**src/rtl/local_net_iface_pkg.sv**
```systemverilog
// ============================================================================
// Module : local_net_iface_pkg
// Brief  : Shared flit geometry and TX state encoding for the local NI.
// Rev    : 1.0  initial release
// ============================================================================
`default_nettype none

`ifndef DATA_WIDTH
`define DATA_WIDTH 16
`endif

package local_net_iface_pkg;

    localparam int C_DW     = `DATA_WIDTH;
    localparam int C_ADDR_W = 3;

    localparam logic [1:0] C_ST_IDLE    = 2'd0;
    localparam logic [1:0] C_ST_SEND    = 2'd1;
    localparam logic [1:0] C_ST_BLOCKED = 2'd2;

    typedef enum logic [1:0] {
        ST_IDLE    = C_ST_IDLE,
        ST_SEND    = C_ST_SEND,
        ST_BLOCKED = C_ST_BLOCKED
    } tx_state_t;

    function automatic logic [7:0] sat_inc8(input logic [7:0] v);
        return (v == 8'hFF) ? v : v + 8'd1;
    endfunction

endpackage

`default_nettype wire

```
**src/rtl/ni_sync_fifo.sv**
```systemverilog
// ============================================================================
// Module : ni_sync_fifo
// Brief  : Single-clock FIFO with wrap-bit pointers and a combinational head.
// Rev    : 1.0  initial release
// ============================================================================
`default_nettype none

module ni_sync_fifo #(
    parameter int WIDTH = 16,
    parameter int DEPTH = 4
) (
    input  logic                     clk,
    input  logic                     rst,
    input  logic                     i_push,
    input  logic [WIDTH-1:0]         i_data,
    input  logic                     i_pop,
    output logic                     o_full,
    output logic                     o_empty,
    output logic [WIDTH-1:0]         o_head,
    output logic [$clog2(DEPTH):0]   o_count
);

    localparam int C_AW = $clog2(DEPTH);

    logic [WIDTH-1:0] r_mem [DEPTH];
    logic [C_AW:0]    r_wr_ptr;
    logic [C_AW:0]    r_rd_ptr;
    logic             w_do_push;
    logic             w_do_pop;

    // Equal low bits with differing wrap bits means the writer lapped the reader.
    assign o_empty = (r_wr_ptr == r_rd_ptr);
    assign o_full  = (r_wr_ptr[C_AW] != r_rd_ptr[C_AW]) &&
                     (r_wr_ptr[C_AW-1:0] == r_rd_ptr[C_AW-1:0]);
    assign o_count = r_wr_ptr - r_rd_ptr;
    assign o_head  = r_mem[r_rd_ptr[C_AW-1:0]];

    assign w_do_pop  = i_pop && !o_empty;
    assign w_do_push = i_push && (!o_full || w_do_pop);

    always_ff @(posedge clk or posedge rst) begin
        if (rst) begin
            r_wr_ptr <= '0;
            r_rd_ptr <= '0;
        end else begin
            if (w_do_push) r_wr_ptr <= r_wr_ptr + 1'b1;
            if (w_do_pop)  r_rd_ptr <= r_rd_ptr + 1'b1;
        end
    end

    always_ff @(posedge clk) begin
        if (w_do_push) r_mem[r_wr_ptr[C_AW-1:0]] <= i_data;
    end

endmodule

`default_nettype wire

```
**src/rtl/local_net_iface.sv**
```systemverilog
// ============================================================================
// Module : local_net_iface
// Brief  : PE <-> router LOCAL port interface: TX queue + injector FSM, RX
//          queue with address check. NI_STATS_EN adds flit counters.
// Rev    : 1.0  initial release
// ============================================================================
`default_nettype none

module local_net_iface
    import local_net_iface_pkg::*;
#(
    parameter logic [2:0] NODE_ADDRESS = 3'b0,
    parameter int         TX_DEPTH     = 4,
    parameter int         RX_DEPTH     = 4,
    parameter logic [7:0] STALL_LIMIT  = 8'd255
) (
    input  logic                     clk,
    input  logic                     rst,
    input  logic                     host_tx_valid,
    output logic                     host_tx_ready,
    input  logic [C_ADDR_W-1:0]      host_tx_dst,
    input  logic [C_DW-C_ADDR_W-1:0] host_tx_payload,
    output logic                     host_rx_valid,
    input  logic                     host_rx_ready,
    output logic [C_DW-1:0]          host_rx_data,
    output logic [C_DW-1:0]          net_data_out,
    output logic                     net_valid_out,
    input  logic                     net_full_in,
    input  logic [C_DW-1:0]          net_data_in,
    input  logic                     net_valid_in,
    output logic                     tx_stall_err,
    output logic                     rx_overflow,
`ifdef NI_STATS_EN
    output logic [15:0]              tx_flit_cnt,
    output logic [15:0]              rx_flit_cnt,
`endif
    output logic                     rx_misroute
);

    localparam int C_TX_CW = $clog2(TX_DEPTH) + 1;
    localparam int C_RX_CW = $clog2(RX_DEPTH) + 1;

    tx_state_t          r_state;
    logic [7:0]         r_stall_cnt;
    logic [7:0]         w_stall_inc;
    logic               w_tx_push;
    logic               w_tx_full;
    logic               w_tx_empty;
    logic [C_DW-1:0]    w_tx_head;
    logic [C_TX_CW-1:0] w_tx_count;
    logic               w_rx_pop;
    logic               w_rx_full;
    logic               w_rx_empty;
    logic               w_rx_accept;
    logic [C_DW-1:0]    w_rx_head;
    logic [C_RX_CW-1:0] w_rx_count_unused;

    // ---------------- TX path ----------------
    assign host_tx_ready = !w_tx_full;
    assign w_tx_push     = host_tx_valid && !w_tx_full;
    assign net_valid_out = (r_state == ST_SEND) && !net_full_in && !w_tx_empty;
    assign net_data_out  = net_valid_out ? w_tx_head : '0;
    assign w_stall_inc   = sat_inc8(r_stall_cnt);

    ni_sync_fifo #(
        .WIDTH (C_DW),
        .DEPTH (TX_DEPTH)
    ) u_tx_fifo (
        .clk     (clk),
        .rst     (rst),
        .i_push  (w_tx_push),
        .i_data  ({host_tx_payload, host_tx_dst}),
        .i_pop   (net_valid_out),
        .o_full  (w_tx_full),
        .o_empty (w_tx_empty),
        .o_head  (w_tx_head),
        .o_count (w_tx_count)
    );

    always_ff @(posedge clk or posedge rst) begin
        if (rst) begin
            r_state      <= ST_IDLE;
            r_stall_cnt  <= 8'd0;
            tx_stall_err <= 1'b0;
        end else begin
            case (r_state)
                ST_IDLE: begin
                    if (!w_tx_empty) r_state <= net_full_in ? ST_BLOCKED : ST_SEND;
                end
                ST_SEND: begin
                    if (net_full_in && !w_tx_empty) begin
                        r_state <= ST_BLOCKED;
                    end else if (net_valid_out && (w_tx_count == C_TX_CW'(1)) && !w_tx_push) begin
                        r_state <= ST_IDLE;
                    end
                end
                ST_BLOCKED: begin
                    if (net_full_in) begin
                        r_stall_cnt <= w_stall_inc;
                        if (w_stall_inc >= STALL_LIMIT) tx_stall_err <= 1'b1;
                    end else begin
                        r_state     <= ST_SEND;
                        r_stall_cnt <= 8'd0;
                    end
                end
                default: r_state <= ST_IDLE;
            endcase
        end
    end

    // ---------------- RX path ----------------
    // A same-cycle host pop frees the slot, so the arriving flit still fits.
    assign w_rx_pop      = host_rx_ready && !w_rx_empty;
    assign w_rx_accept   = net_valid_in && (!w_rx_full || w_rx_pop);
    assign host_rx_valid = !w_rx_empty;
    assign host_rx_data  = w_rx_empty ? '0 : w_rx_head;

    ni_sync_fifo #(
        .WIDTH (C_DW),
        .DEPTH (RX_DEPTH)
    ) u_rx_fifo (
        .clk     (clk),
        .rst     (rst),
        .i_push  (net_valid_in),
        .i_data  (net_data_in),
        .i_pop   (w_rx_pop),
        .o_full  (w_rx_full),
        .o_empty (w_rx_empty),
        .o_head  (w_rx_head),
        .o_count (w_rx_count_unused)
    );

    always_ff @(posedge clk or posedge rst) begin
        if (rst) begin
            rx_overflow <= 1'b0;
            rx_misroute <= 1'b0;
        end else begin
            if (net_valid_in && !w_rx_accept) rx_overflow <= 1'b1;
            if (net_valid_in && (net_data_in[C_ADDR_W-1:0] != NODE_ADDRESS)) rx_misroute <= 1'b1;
        end
    end

`ifdef NI_STATS_EN
    always_ff @(posedge clk or posedge rst) begin
        if (rst) begin
            tx_flit_cnt <= 16'd0;
            rx_flit_cnt <= 16'd0;
        end else begin
            if (net_valid_out) tx_flit_cnt <= tx_flit_cnt + 16'd1;
            if (w_rx_accept)   rx_flit_cnt <= rx_flit_cnt + 16'd1;
        end
    end
`endif

endmodule

`default_nettype wire

```
**config.mk**
```make
export PLATFORM = sky130hd
export DESIGN_NAME = local_net_iface
export DESIGN_NICKNAME = d
export VERILOG_FILES = /design/src/rtl/local_net_iface_pkg.sv /design/src/rtl/ni_sync_fifo.sv /design/src/rtl/local_net_iface.sv
export SDC_FILE = /design/constraint.sdc
export NUM_CORES = 1
export LEC_CHECK = 0
export CAP_MARGIN = 20
export CORE_UTILIZATION = 30
export DETAILED_ROUTE_END_ITERATION = 7
export SYNTH_ARGS = -nofsm -noshare
export SYNTH_HDL_FRONTEND = slang
export SYNTH_HIERARCHICAL = 1
export SYNTH_SLANG_ARGS = --single-unit
export TNS_END_PERCENT = 30
```
**constraint.sdc**
```tcl
create_clock -name clk -period 3.4 [get_ports clk]
set_input_delay 0.34 -clock clk [delete_from_list [all_inputs] [get_ports clk]]
set_output_delay 0.34 -clock clk [all_outputs]
set_load 0.01 [all_outputs]
```
* Yosys cells after proc, flatten, opt, wreduce, memory -nomap -nowiden
Memories as Yosys holds them, arrays and structs flattened.
Index checks and enable logic that the tools add are counted.
** Storage, ports and cells
- Bits of input ports :: 38
- RAM bits :: 128
- Output and inout bits :: 38
- Memory bits (read-only) :: 0
- Memories :: 2
- Bits in latches :: 0
- Register bits after elaboration :: 25
** Memories
- u_rx_fifo.r_mem :: depth 4, bits a word 16, rd ports 1, clocked after memory_dff 0, wr ports 1, RTL line ni_sync_fifo.sv:25 : logic [WIDTH-1:0] r_mem [DEPTH];
- u_tx_fifo.r_mem :: depth 4, bits a word 16, rd ports 1, clocked after memory_dff 0, wr ports 1, RTL line ni_sync_fifo.sv:25
** Cells by class
- $add $sub $neg :: 6
- Reductions and logical operators :: 30
- Divide/modulo/power cells :: 0
- Bitwise operators :: 0
- Magnitude comparators :: 1
- Equal/unequal tests :: 13
- Mux-type cells :: 14
- Multiply operators :: 0
- Shift-type cells :: 0
** Operators with widths (number)
- two-way mux 16 bit :: 2
- logical AND 1 bit :: 16
- two-way mux 8 bit :: 2
- adder 3 x 1 -> 3 bit, second input constant :: 4
- two-way mux 2 bit :: 5
- adder 8 x 1 -> 8 bit, second input constant :: 1
- equality test 8 bit, second input constant :: 1
- greater-or-equal comparator 8 bit, second input constant :: 1
- logical NOT 1 bit :: 7
- equality test 3 bit :: 2
- case mux 2 bit (3 select lines) :: 1
- AND reduction 3 bit :: 2
- equality test 2 bit :: 2
- two-way mux 1 bit :: 4
- inequality test 2 bit, second input constant :: 2
- equality test 3 x 1 -> 1 bit, second input constant :: 1
- logical OR 1 bit :: 3
- inequality test 3 x 1 -> 1 bit, second input constant :: 1
- nonzero test 3 bit :: 1
- subtractor 3 bit :: 1
- equality test 2 x 1 -> 1 bit, second input constant :: 1
- equality test 2 bit, second input constant :: 1
- logical NOT 2 bit :: 1
- inequality test 1 bit :: 2

* Longest topological paths before layout
- Depth in word-level cells :: 9
- Mapped depth :: 11

* Cells and area by module
Netlist, hierarchy kept.
** Modules (own cells, without submodules)
- ni_sync_fifo :: area each 2768.9 µm², instances 2, cells each 130, sequential area each 2072.0 µm²
- local_net_iface :: area each 1122.3 µm², instances 1, cells each 136, sequential area each 325.3 µm²

* Worst setup path before layout
OpenSTA, ideal clock, no wires.
- Path type :: register to register
- Start :: reg u_tx_fifo.r_rd_ptr[1]
- End :: mem u_tx_fifo.r_mem[3][0], enable pin
- Setup slack :: 0.401 ns
- Clock period less this slack :: 2.999 ns
- Stages on the path, launching flop included :: 12
- Arrival time :: 2.666 ns
- Path buffers :: 3
- Data required time :: 3.067 ns
- Cells stage by stage :: dfrtp_1 -> clkbuf_1 -> buf_2 -> inv_1 -> ha_1 -> nand2_1 -> nor2_1 -> nor4b_4 -> buf_2 -> nand3b_1 -> o21a_2 -> and2_2
** On the way
- Cells in the longest elaborated chain, start to end :: 8
- Elaborated cells on any way between the ends :: 12
** RTL lines
- start, declared :: RTL line ni_sync_fifo.sv:27 : logic [C_AW:0] r_rd_ptr;
- start signal, assigned :: RTL line ni_sync_fifo.sv:47 : if (w_do_pop) r_rd_ptr <= r_rd_ptr + 1'b1;
- equality test 3 bit :: RTL line ni_sync_fifo.sv:32 : assign o_empty = (r_wr_ptr == r_rd_ptr);
- named net w_tx_empty :: RTL line local_net_iface.sv:48 : logic w_tx_empty;
- logical NOT 1 bit :: RTL line local_net_iface.sv:61 : assign net_valid_out = (r_state == ST_SEND) && !net_full_in && !w_tx_empty;
- logical AND 1 bit :: RTL line local_net_iface.sv:61
- named net net_valid_out :: RTL line local_net_iface.sv:27 : output logic net_valid_out,
- logical AND 1 bit :: RTL line ni_sync_fifo.sv:38 : assign w_do_pop = i_pop && !o_empty;
- logical OR 1 bit :: RTL line ni_sync_fifo.sv:39 : assign w_do_push = i_push && (!o_full || w_do_pop);
- logical AND 1 bit :: RTL line ni_sync_fifo.sv:39
- two-way mux 1 bit :: RTL line ni_sync_fifo.sv:52 : if (w_do_push) r_mem[r_wr_ptr[C_AW-1:0]] <= i_data;
- two-way mux 1 bit (implied by the code) :: RTL line ni_sync_fifo.sv:52
- end, declared :: RTL line ni_sync_fifo.sv:25
The timed path passes the listed nets, and every way through them passes these cells.

* Worst setup path in the final report
- Start :: reg u_tx_fifo.r_wr_ptr[0]
- End :: out net_data_out[5]
** On the way
- Cells in the longest elaborated chain, start to end :: 4
** RTL lines
- start, declared :: RTL line ni_sync_fifo.sv:26 : logic [C_AW:0] r_wr_ptr;
- start signal, assigned :: RTL line ni_sync_fifo.sv:46 : if (w_do_push) r_wr_ptr <= r_wr_ptr + 1'b1;
- equality test 3 bit :: RTL line ni_sync_fifo.sv:32
- named net w_tx_empty :: RTL line local_net_iface.sv:48
- logical NOT 1 bit :: RTL line local_net_iface.sv:61
- logical AND 1 bit :: RTL line local_net_iface.sv:61
- two-way mux 16 bit :: RTL line local_net_iface.sv:62 : assign net_data_out = net_valid_out ? w_tx_head : '0;
- end, declared :: RTL line local_net_iface.sv:26 : output logic [C_DW-1:0] net_data_out,
The timed path passes the listed nets, and every way through them passes these cells.

==> flow_summary.ini <==
[run_status]
status = completed

[timing]
fin_crit_ns = 3.138
slew_headroom_pct = 50.41
setup_viol = 0
max_freq_mhz = 318.7
fin_worst_skew_ns = 0.005614
rsz0062_at_grt = false
maxSlewViolCount = 0
whs_ns = 0.2684
setup_tns_ns = 0
final-hold-violation-count = 0
final.period_utilization_pct = 92.28
worst_pin_slew_ns = 0.7411

[placed_design]
port_buffers = 75
placed_cell_area_um2 = 7660
gp_congestion = 0.7831
dpl.hpwl_um = 8142
dp.cells = 732

[route]
drt-pass1-iter-count = 6
vias = 3630
drtIter0Drc = 203
wl_per_cell_um = 16.85
wl_um = 12860
drc = 0
vias_per_cell = 4.758
drtAntennaViolNets = 0

[critical_path]
crit_required_ns = 3.06
cpLargestDelayFamily = buffers and inverters
slowest_delay_ns = 0.54
r2r-start = u_tx_fifo/r_wr_ptr[0]$_DFFE_PP0P_
crit_fanout = 16
end_kind = output pin
crit_chain = inv_1, ha_1, nand2_1, nor2_1, nor4b_4, buf_6, and2_1, clkdlybuf4s50_1
rrSetupSlack_ns = 0.71
crit_arrival_ns = 2.80
cp.depth = 8
timing.rr.end = u_tx_fifo/r_mem[3][14]$_DFFE_PP_
cp_slowest_cell = clkdlybuf4s50_1
r2r_cells = 8
critPathKind = flip-flop to output pin
cp_num_buf_inv = 3
critPathLaunchType = flip-flop

[global_routing]
grt_overflow = 0
grt_pass1_wl_um = 20930
antenna_found_initial = 0
grt_pass1_vias = 3887
grt_max_degree = 20
grt_use_total_pct = 12.46

[finish]
layout-drive-gt1-share_pct = 19.26
fin_cells = 763
diodes = 0
finish.instance_area_um2 = 8263
areaGrowthSynthToFinish_pct = 24.74
nets = 530

[pwr]
fin_total_pwr_mw = 7.321
peakVddDrop_mv = 0.3855
power_density_nw_per_um2 = 886.0
p_leak_nw = 2.861

[clock_network]
path_clk_slew_ns = 0.06
cts_buffers = 17
cts_buffer_depth = 2
cts_hold_buffers = 0
cts_tree = yes
clock-root-buffer = clkbuf_16
clock_latency_ns = 0.42
post_cts_resized = 0
cts_setup_buffers = 0
clock-sinks = 153
htreeDepth = 4

[synthesis]
syn_avg_cell_area_um2 = 16.90
synth_nets = 446
synthesis.area_um2 = 6624
netlist_instances = 392
yosysWarnings = 6

[floorplanning]
io_pins = 76
fp.dieH_um = 150.6
die_w_um = 150.6
rows = 53
die_area_um2 = 22680
start_util_pct = 31.02
core_area_um2 = 21350

[job]
drv_cap = 0

[hold_path]
hold_class = input port to async pin
metal layers:
| layer | share of wire [%] | global-route usage [%] | vias to the layer above |
|---|---|---|---|
| li1 | - | - | 1658 |
| met1 | 45 | 15.58 | 1833 |
| met2 | 47 | 20.30 | 124 |
| met3 | 6.6 | 3.697 | 15 |
| met4 | 1.4 | 4.750 | 0 |
| met5 | 0 | 0 | - |
where the power goes:
group,switching (mW),leakage (nW),internal [mW],total [mW]
combinational,1.32,1.10,1.35,2.67
sequential,0.196,1.48,2.54,2.74
clock,0.754,0.284,1.16,1.91
per-stage QoR:
stage | utilization (%) | setup WS (ns)
global placement | 35.87 | 0.7535
finish | 38.70 | 0.2623
floorplan | - | 0.4007
detailed placement | 35.87 | 0.6691
global route | 38.70 | 0.04064
CTS | 38.68 | 0.1749
worst register-to-register path, cell delays in order (launching register included):
cell      delay [ns]
dfrtp_1         0.40
inv_1           0.16
ha_1            0.28
nand2_1         0.14
nor2_1          0.11
nor4b_4         0.34
nand3b_1        0.19
o21a_2          0.19
and2_2          0.51
layout make-up:
class | instances | area, um2
Timing Repair Buffer | 81 | 799.5
Tap cell | 275 | 344.1
Sequential cell | 153 | 4469
Fill cell | 1966 | 13090
Multi-Input combinational cell | 200 | 1964
Clock inverter | 13 | 170.2
Clock buffer | 18 | 429.2
Inverter | 23 | 86.33
how the worst max path moves through the flow:
stage	from	endpoint	slack, ns
final	u_tx_fifo/r_wr_ptr[0]$_DFFE_PP0P_	net_data_out[5]	0.26
after global routing	u_tx_fifo/r_wr_ptr[0]$_DFFE_PP0P_	net_data_out[12]	0.04
after CTS	u_tx_fifo/r_wr_ptr[0]$_DFFE_PP0P_	net_data_out[5]	0.17
after detailed placement	u_tx_fifo/r_wr_ptr[0]$_DFFE_PP0P_	net_data_out[5]	0.67
after global placement	net_full_in	net_data_out[4]	0.75
after floorplan	u_tx_fifo/r_rd_ptr[1]$_DFFE_PP0P_	u_tx_fifo/r_mem[3][0]$_DFFE_PP_	0.40
cells in the final DEF, fill, tap and decap left out, types with 8 or more instances in the layout:
| cell type | instances |
|---|---|
| and2_1 | 17 |
| and2_2 | 8 |
| clkbuf_16 | 17 |
| clkdlybuf4s50_1 | 75 |
| dfrtp_1 | 25 |
| edfxtp_1 | 128 |
| ha_1 | 15 |
| inv_1 | 22 |
| mux4_2 | 32 |
| nand2_1 | 15 |
| nor2_1 | 10 |
| nor2b_1 | 19 |
| o21ai_0 | 10 |
flip-flops by register name, summed over array words and instances (netlist names):
signal              count
rx_overflow             1
u_tx_fifo/r_wr_ptr      3
rx_misroute             1
u_tx_fifo/r_mem        64
u_rx_fifo/r_rd_ptr      3
r_state                 2
u_rx_fifo/r_mem        64
r_stall_cnt             8
u_rx_fifo/r_wr_ptr      3
tx_stall_err            1
u_tx_fifo/r_rd_ptr      3
No activity file was read; power rests on OpenSTA's default activity.
